File: config.mk
export PLATFORM = sky130hd
export DESIGN_NAME = iter_shift_ctrl
export DESIGN_NICKNAME = d
export VERILOG_FILES = /design/src/rtl/shift_pkg.sv /design/src/rtl/shift_one_step.sv /design/src/rtl/iter_shift_ctrl.sv
export SDC_FILE = /design/constraint.sdc
export NUM_CORES = 1
export LEC_CHECK = 0
export ABC_AREA = 1
export ABC_CLOCK_PERIOD_IN_PS = 1900
export CAP_MARGIN = 30
export CORE_UTILIZATION = 30
export CTS_CLUSTER_DIAMETER = 50
export CTS_CLUSTER_SIZE = 14
export DETAILED_ROUTE_END_ITERATION = 6
export PLACE_DENSITY = 0.57
export REMOVE_ABC_BUFFERS = 1
export SYNTH_ARGS = -nofsm -noshare
export SYNTH_HDL_FRONTEND = slang
export SYNTH_HIERARCHICAL = 1
export SYNTH_SLANG_ARGS = --single-unit
File: constraint.sdc
create_clock -name clock -period 1.9 [get_ports clock]
set_clock_uncertainty 0.15 [all_clocks]
set_input_delay 0.38 -clock clock [delete_from_list [all_inputs] [get_ports clock]]
set_output_delay 0.38 -clock clock [all_outputs]
set_load 0.02 [all_outputs]
File: src/rtl/shift_pkg.sv
// Shared types and defaults for the iterative shift sequencer.
// The package holds the op encodings, the controller state set and the default widths.
package shift_pkg;

    localparam int DEF_WIDTH   = 32;
    localparam int DEF_SHAMT_W = 5;

    typedef enum logic [1:0] {
        OP_SLL = 2'b00,
        OP_SRL = 2'b01,
        OP_SRA = 2'b10,
        OP_RSV = 2'b11
    } shift_op_e;

    typedef enum logic [1:0] {
        IDLE  = 2'b00,
        SHIFT = 2'b01,
        DONE  = 2'b10
    } state_e;

    // The reserved encoding behaves as SLL, including lost-bit tracking.
    function automatic logic is_left(input logic [1:0] op);
        return !((shift_op_e'(op) == OP_SRL) || (shift_op_e'(op) == OP_SRA));
    endfunction

endpackage

File: src/rtl/shift_one_step.sv
// One-position shift stage: SLL, SRL or SRA by a single bit.
// out_bit is the bit that falls off the end in the shift direction.
module shift_one_step
    import shift_pkg::*;
#(
    parameter int WIDTH = DEF_WIDTH
) (
    input  logic [1:0]       op,
    input  logic [WIDTH-1:0] din,
    output logic [WIDTH-1:0] dout,
    output logic             out_bit
);

    // NOTE: every output gets a default before the case so no latch is inferred.
    always_comb begin
        dout    = {din[WIDTH-2:0], 1'b0};
        out_bit = din[WIDTH-1];
        case (shift_op_e'(op))
            OP_SRL: begin
                dout    = {1'b0, din[WIDTH-1:1]};
                out_bit = din[0];
            end
            OP_SRA: begin
                dout    = {din[WIDTH-1], din[WIDTH-1:1]};
                out_bit = din[0];
            end
            default: ;
        endcase
    end

endmodule

File: src/rtl/iter_shift_ctrl.sv
// Multi-cycle shift sequencer: drives one 1-bit shift stage per clock until the
// requested amount is consumed, then publishes the result with a done pulse.
module iter_shift_ctrl
    import shift_pkg::*;
#(
    parameter int WIDTH   = DEF_WIDTH,
    parameter int SHAMT_W = DEF_SHAMT_W
) (
    input  logic               clock,
    input  logic               reset_n,
    input  logic               start,
    input  logic [1:0]         op,
    input  logic [WIDTH-1:0]   data_in,
    input  logic [SHAMT_W-1:0] shamt,
    input  logic               abort,
    output logic               ready,
    output logic               done,
    output logic [WIDTH-1:0]   result,
    output logic               lost
);

    state_e             state_q, state_d;
    logic [WIDTH-1:0]   work_q;
    logic [SHAMT_W-1:0] cnt_q;
    logic [1:0]         op_q;
    logic               lost_acc_q;
    logic               ready_q;
    logic               done_q;
    logic [WIDTH-1:0]   result_q;
    logic               lost_q;

    logic [WIDTH-1:0]   step_out;
    logic               step_bit;

    shift_one_step #(
        .WIDTH (WIDTH)
    ) u_step (
        .op      (op_q),
        .din     (work_q),
        .dout    (step_out),
        .out_bit (step_bit)
    );

    // Next-state logic; abort only matters while shifting, and beats a final shift.
    always_comb begin
        state_d = state_q;
        case (state_q)
            IDLE: begin
                if (start) begin
                    state_d = (shamt == '0) ? DONE : SHIFT;
                end
            end
            SHIFT: begin
                if (abort) begin
                    state_d = IDLE;
                end else if (cnt_q <= SHAMT_W'(1)) begin
                    state_d = DONE;
                end
            end
            DONE:    state_d = IDLE;
            default: state_d = IDLE;
        endcase
    end

    // NOTE: sequential state uses non-blocking assignments so all flops update together.
    always_ff @(posedge clock or negedge reset_n) begin
        if (!reset_n) begin
            state_q <= IDLE;
            ready_q <= 1'b1;
        end else begin
            state_q <= state_d;
            ready_q <= (state_d == IDLE);
        end
    end

    always_ff @(posedge clock or negedge reset_n) begin
        if (!reset_n) begin
            work_q     <= '0;
            cnt_q      <= '0;
            op_q       <= 2'b00;
            lost_acc_q <= 1'b0;
            done_q     <= 1'b0;
            result_q   <= '0;
            lost_q     <= 1'b0;
        end else begin
            done_q <= 1'b0;
            case (state_q)
                IDLE: begin
                    if (start) begin
                        work_q     <= data_in;
                        cnt_q      <= shamt;
                        op_q       <= op;
                        lost_acc_q <= 1'b0;
                    end
                end
                SHIFT: begin
                    if (!abort) begin
                        work_q <= step_out;
                        if (cnt_q != '0) begin
                            cnt_q <= cnt_q - SHAMT_W'(1);
                        end
                        if (is_left(op_q)) begin
                            lost_acc_q <= lost_acc_q | step_bit;
                        end
                    end
                end
                DONE: begin
                    done_q   <= 1'b1;
                    result_q <= work_q;
                    lost_q   <= is_left(op_q) & lost_acc_q;
                end
                default: ;
            endcase
        end
    end

    assign ready  = ready_q;
    assign done   = done_q;
    assign result = result_q;
    assign lost   = lost_q;

endmodule
==> impl_metrics.csv, run 1 <==
group,metric,value,unit
yosys,synthCells,611,
worst_setup_path,crit_slowest_cell,"clkdlybuf4s50_1",
yosys,synth_seq_cells,77,
timing,worst_pin_slew,441,ps
worst_setup_path,critPathKind,"flop to output port",
drt,ant_nets,0,
yosys,avgSynthCellArea,6.97,sq um
yosys,synthDistinctLibCells,22,
clocking,cts_tree,"yes",
clocking,cts_setup_buffers,0,
worst_setup_path,crit_path_end_kind,"output port",
clocking,cts-htree-levels,3,
status,status,"complete, no violations",
power_and_ir_drop,power_density,1620,nW/um^2
timing,hold_ws,327,ps
timing,grt_setup_unrepaired,"false",
floorplan,num_rows,43,
flow_run,cap_violations,0,
global_route,grt_pass1_wl,16400,microns
worst_setup_path,crit_path_max_fanout,2,
global_route,grt-ovfl-total,0,
power_and_ir_drop,internal_power,5030,uW
timing,final.setup.tns,0,ps
drt,vias_per_cell,4.33,
power_and_ir_drop,switching_share,43.5,%
global_route,grt_max_degree,78,
clocking,cts_made_buffers,9,
cells_and_area,fin_nets,730,
yosys,ys_warn_count,6,
worst_setup_path,critPathArrivalTime,1320,ps
timing,hold_viol,0,
global_route,antenna_found_initial,0,
clocking,clock_sinks,77,
drt,vias,3754,
cells_and_area,fin_util,39.6,%
timing,fmax,542,MHz
floorplan,chipWidth,121,microns
global_route,grt_usage,14.3,%
power_and_ir_drop,p_leak,0.00278,uW
power_and_ir_drop,combPwrFrac,51.4,%
worst_setup_path,cp-start-kind,"flop",
placement,postPlaceCellArea,5200,sq um
power_and_ir_drop,p_sw,3870,uW
cells_and_area,postLayoutCellArea,5500,sq um
placement,place_congestion,0.781,
power_and_ir_drop,ir_drop,0.625,mV
drt,wl,9670,microns
worst_setup_path,path_cells,"clkdlybuf4s50_1",
timing,drv_slew,0,
floorplan,start_util,30.7,%
cells_and_area,layoutNonFillerInstCount,867,
timing,period_needed,1850,ps
worst_setup_path,crit_family,"buffers and inverters",
floorplan,coreArea,13900,sq um
floorplan,dieArea,14700,sq um
placement,placedCellCount,850,
floorplan,boundaryPins,78,
power_and_ir_drop,seqPwrFrac,30.4,%
worst_setup_path,path_buf_inv,1,
worst_setup_path,crit_path_max_incr_delay,620,ps
drt,drt_iter0_markers,216,
placement,portBuffers,77,
global_route,grt_pass1_vias,3531,
cells_and_area,area_growth,29.0,%
cells_and_area,drive_gt1_share,7.57,%
clocking,clk_pin_slew_worst_paths,60,ps
clocking,clk_path_buf_depth,2,
cells_and_area,diodes,0,
drt,drc_errors,0,
yosys,synth-seq-area-share,45.2,%
drt,wl_per_cell,11.1,microns
worst_setup_path,cp_data_required_time,1370,ps
yosys,syn_area,4260,sq um
power_and_ir_drop,clockPowerShare,18.2,%
drt,first_pass_iters,4,
floorplan,die_height,121,microns
placement,dp_hpwl,6710,microns
timing,period_share,97.1,%
timing,slew_headroom,70.6,%
clocking,cts-root-buf,"clkbuf_16",
timing,setup_viol,0,
hold_path,hold_path_class,"flop to flop",
clocking,clkLatencyLatePin,340,ps
## sequential cells by signal, summed over array words and instances (netlist names)
name	flops
ready	1
lost_acc_q	1
op_q	2
lost	1
cnt_q	5
state_q	2
result	32
work_q	32
done	1
## repair_timing
action                                  in CTS  in global routing
gates resized for setup                      1                  2
hold buffers                                 1                  0
hold endpoints to repair                    76                  0
endpoints found under the setup margin       1                  2
## Yosys cell counts
cell type | number | area (sq um)
o21ai_0 | 50 | 250
inv_1 | 75 | 282
clkbuf_1 | 4 | 15.0
ha_1 | 5 | 62.6
buf_2 | 15 | 75.1
o21ai_1 | 26 | 130
nor2_2 | 11 | 68.8
nor2_1 | 30 | 113
nand2_1 | 282 | 1060
a21oi_1 | 3 | 15.0
buf_6 | 11 | 124
xor2_1 | 1 | 8.76
clkbuf_2 | 1 | 5.00
mux2_2 | 2 | 22.5
nor2_4 | 1 | 11.3
buf_8 | 1 | 15.0
inv_2 | 4 | 15.0
nand3_1 | 10 | 50.1
or2_2 | 1 | 6.26
dfrtp_1 | 76 | 1900
nand2_2 | 1 | 6.26
dfstp_2 | 1 | 26.3
## stage by stage
| step | worst slack [ps] | total power (uW) |
|---|---|---|
| 4_1_cts | 11.5 | 9060 |
| 6_report | 54.9 | 8900 |
| 5_1_grt | 4.64 | 9760 |
| 2_1_floorplan | -737 | 5520 |
| 3_3_place_gp | 123 | 7280 |
| 3_5_place_dp | 95.5 | 7380 |
## final timing paths
check / start / to / slack [ps] / depth (start not counted)
worst max-delay path: result[10] / result[10] / 50 / 1
worst min-delay path: cnt_q[3] / cnt_q[3] / 330 / 2
worst max register to register: op_q[0] / work_q[19] / 190 / 10
worst min register to register: cnt_q[3] / cnt_q[3] / 330 / 2
max in group asynchronous: reset_n / ready / 790 / 3
min in group asynchronous: reset_n / work_q[26] / 440 / 3
## cell usage in the layout, fill, tap and decap left out, types with 3 or more instances in the layout
cell,netlist,final
a21oi_1,3,3
dfrtp_1,76,76
o21ai_0,50,50
nor2_2,11,11
nand3_1,10,10
nor2_1,30,30
clkinv_2,0,3
clkdlybuf4s50_1,0,73
buf_4,0,9
clkbuf_16,0,9
inv_2,4,4
nand2_1,282,282
ha_1,5,4
inv_1,75,75
buf_12,0,6
o21ai_1,26,26
## layout make-up
class | instances | area, sq um
clock buffers | 12 | 256
clock inverters | 4 | 22.5
fillers | 1462 | 8380
inverters | 79 | 297
multi-input cells | 423 | 1810
flip-flops and latches | 77 | 1930
well taps | 180 | 225
repair buffers | 92 | 962
## power by group through the flow
stage | logic [uW] | registers, uW | clock network, uW
after floorplan | 2610 | 2910 | 0
after global placement | 4580 | 2710 | 0
after detailed placement | 4650 | 2740 | 0
after CTS | 4660 | 2720 | 1690
after global routing | 5240 | 2790 | 1740
final | 4570 | 2710 | 1620
## cells by family (layout without fill, tap and decap cells)
logic type,after synthesis,after routing,share of synthesized area [%]
AOI/OAI and AO/OA,79,79,9.28
xor gates and xnor gates,1,1,0.206
and+or+nand+nor,336,336,30.8
adders and majority gates,5,5,1.47
DFF,77,77,45.2
muxes,2,2,0.528
buffers and inverters,111,187,12.4
## metal layers
metal | GRT usage [%] | up-vias | part of all wire (%)
met5 | 0 | - | 0
met2 | 23.5 | 67 | 46
met3 | 3.90 | 15 | 4.5
li1 | - | 1976 | -
met1 | 17.6 | 1696 | 47
met4 | 5.86 | 0 | 1.9
Note: power is estimated with default switching activity, not from simulation.
==> inputs of run 2 (changes only) <==
- ABC_AREA: 1 -> 0
==> run 2 against run 1 <==
  * The flow now finishes with violations (setup timing)
  * Core utilization increased by 2.4 points
  * Critical path depth up 6
  * Final cell count down 27%
  * Largest cell class is now multi-input combinational cells
  * Highest routed layer unchanged
==> impl_metrics.csv, run 2 <==
group,metric,value,unit
clocking,cts_made_buffers,9,
hold_path,hold_path_class,"primary input to async pin",
clocking,clk_pin_slew_worst_paths,60,ps
worst_setup_path,critPathKind,"flop to flop",
placement,dpl_worst_slack,-207,ps
timing,hold_viol,0,
global_route,grt_pass1_vias,3075,
drt,ant_nets,0,
global_route,grt_max_degree,39,
timing,fmax,523,MHz
clocking,clkLatencyLatePin,340,ps
worst_setup_path,critPathArrivalTime,1980,ps
worst_setup_path,path_cells,"buf_6 -> ha_4 -> clkbuf_16 -> nand2_1 -> o21ai_1 -> mux2_4 -> mux2_4",
power_and_ir_drop,p_sw,4230,uW
timing,grt_setup_unrepaired,"true",
global_route,grt_pass1_wl,16200,microns
drt,vias_per_cell,4.88,
worst_setup_path,r2r-start,"op_q[1]",
drt,vias,3079,
floorplan,num_rows,43,
yosys,synthCells,356,
placement,dp_hpwl,6820,microns
power_and_ir_drop,seqPwrFrac,27.1,%
drt,first_pass_iters,4,
worst_setup_path,ff2ff_path_depth,7,
yosys,synth_top_cell_by_area,"dfrtp_1",
floorplan,boundaryPins,78,
yosys,synthTopCellsByArea,"dfrtp_1 (45%), mux2_2 (15%), mux2_4 (14%), o21ai_0 (4.1%), o21ai_1 (3.5%)",
worst_setup_path,path_buf_inv,2,
yosys,ys.flop_type,"dfrtp_1",
clocking,cts-root-buf,"clkbuf_16",
flow_run,cap_violations,0,
worst_setup_path,cp_data_required_time,1970,ps
cells_and_area,mostFrequentLayoutCell,"dfrtp_1",
floorplan,die_height,121,microns
timing,final.setup.tns,-36.0,ps
clocking,clk_path_buf_depth,2,
yosys,ys_async_sr_fraction,100,%
cells_and_area,fin_nets,494,
floorplan,dieArea,14700,sq um
yosys,ys_warn_count,6,
status,status,"complete, but fails checks",
yosys,avgSynthCellArea,12.0,sq um
cells_and_area,drive_gt1_share,34.6,%
power_and_ir_drop,p_leak,0.00253,uW
worst_setup_path,cp-start-kind,"flop",
cells_and_area,layout_common_cells,"dfrtp_1 (76), clkdlybuf4s50_1 (74), mux2_2 (55), mux2_4 (44), o21ai_1 (41)",
cells_and_area,area_growth,36.6,%
placement,portBuffers,77,
worst_setup_path,crit_path_max_fanout,15,
yosys,synth-seq-area-share,45.2,%
global_route,antenna_found_initial,0,
drt,wl_per_cell,16.4,microns
placement,place_congestion,0.868,
yosys,synth_seq_cells,77,
power_and_ir_drop,clockPowerShare,16.0,%
timing,worst_pin_slew,352,ps
worst_setup_path,r2r_slack,-10,ps
timing,worst_slack,-10.3,ps
worst_setup_path,crit_start,"op_q[1]",
clocking,cts-htree-levels,3,
power_and_ir_drop,power_density,1990,nW/um^2
global_route,grt-ovfl-total,0,
power_and_ir_drop,ir_drop,0.696,mV
drt,wl,10400,microns
floorplan,chipWidth,121,microns
timing,drv_slew,0,
power_and_ir_drop,internal_power,7350,uW
status,violations,"setup timing",
yosys,syn_area,4260,sq um
drt,drt_iter0_markers,103,
drt,drc_errors,0,
yosys,synth_top_area_share,44.6,%
floorplan,coreArea,13900,sq um
worst_setup_path,crit_path_end_kind,"flop",
worst_setup_path,crit_family,"multiplexers",
global_route,grt_usage,14.5,%
worst_setup_path,crit_slowest_cell,"dfrtp_1",
cells_and_area,diodes,0,
yosys,synth_common_cells,"dfrtp_1 (76), mux2_2 (58), mux2_4 (41)",
worst_setup_path,cpMostUsedCell,"mux2_4",
timing,period_share,101,%
worst_setup_path,crit_path_max_incr_delay,400,ps
timing,slew_headroom,76.6,%
power_and_ir_drop,switching_share,36.5,%
timing,period_needed,1910,ps
timing,setup_viol,8,
floorplan,start_util,30.7,%
clocking,clock_sinks,77,
clocking,cts_tree,"yes",
worst_setup_path,reg2reg_to,"work_q[31]",
yosys,synth_edf_count,0,
cells_and_area,fill_cells,1319,
yosys,synth_most_common_cell,"dfrtp_1",
power_and_ir_drop,combPwrFrac,56.9,%
yosys,synthDistinctLibCells,40,
[run 2: cell types whose count changed after synthesis, sizes merged, moves of 5 or more]
cell / delta
nor2: -41
nand3: -8
o21ai: -11
nand2: -251
mux2: +97
nor2b: +5
inv: -70
[run 2: power groups by stage]
stage / Clock [uW] / Combinational (uW) / Sequential [uW]
2_1_floorplan: 0 / 3400 / 3420
3_3_place_gp: 0 / 5820 / 3120
3_5_place_dp: 0 / 5940 / 3150
4_1_cts: 1900 / 5990 / 3130
5_1_grt: 1980 / 7100 / 3260
6_report: 1860 / 6590 / 3140
[run 2: kinds of logic after synthesis]
family / share of synthesized area, %
flip-flops: 45.2
AND/OR/NAND/NOR: 6.63
AO/OA/AOI/OAI: 10.4
multiplexers: 30.7
buffers and inverters: 5.40
XOR/XNOR: 0.205
adder cells (fa/ha/maj): 1.47
[run 2: worst reg2reg max path: stages, from the launching register on]
cell	delay, ps
dfrtp_1	400
buf_6	130
ha_4	290
clkbuf_16	190
nand2_1	70
o21ai_1	70
mux2_4	260
mux2_4	250
[run 2: metal layers]
layer  wire length, microns  part of all wire [%]  up-vias  global-route usage, %
li1                       -                     -     1452                      -
met1                   4850                    47     1534                   19.4
met2                   4920                    47       82                   22.3
met3                    432                   4.2       11                   3.71
met4                    160                   1.5        0                   5.56
met5                      0                     0        -                      0
[run 2: layout make-up]
cell class                      count  area, sq um  area share [%]
Multi-Input combinational cell    243         2160            37.0
Sequential cell                    77         1930            33.1
Inverter                            9         33.8           0.580
Timing Repair Buffer              106         1150            19.7
Clock buffer                       14          294            5.05
Clock inverter                      2         37.5           0.644
Tap cell                          180          225            3.87
[run 2: per-stage QoR]
step / cell area (sq um) / power, uW / utilization [%] / hold WS (ps) / std cells
after global routing: 5830 / 12300 / 42.0 / 337 / 631
final: 5830 / 11600 / 42.0 / 313 / 631
after CTS: 5680 / 11000 / 40.9 / 318 / 624
after global placement: 5330 / 8940 / 38.4 / 136 / 607
after floorplan: 4070 / 6820 / - / -65.6 / 329
after detailed placement: 5330 / 9090 / 38.4 / 132 / 607
[run 2: worst max path at each step]
stage | end | slack, ps | cells past startpoint
finish | work_q[31] | -10 | 7
global placement | work_q[16] | -180 | 5
global route | work_q[31] | -60 | 7
floorplan | result[0] | -890 | 2
detailed placement | work_q[16] | -210 | 5
CTS | lost | 4 | 1
[run 2: repair_timing]
| item | CTS | global route |
|---|---|---|
| pin swaps | 1 | 2 |
| gates resized for setup | 2 | 24 |
| cloned | 0 | 4 |
| endpoints found under the hold margin | 17 | 0 |
| buffers inserted | 0 | 3 |
| hold buffers | 1 | 0 |
| setup endpoints to repair | 4 | 36 |
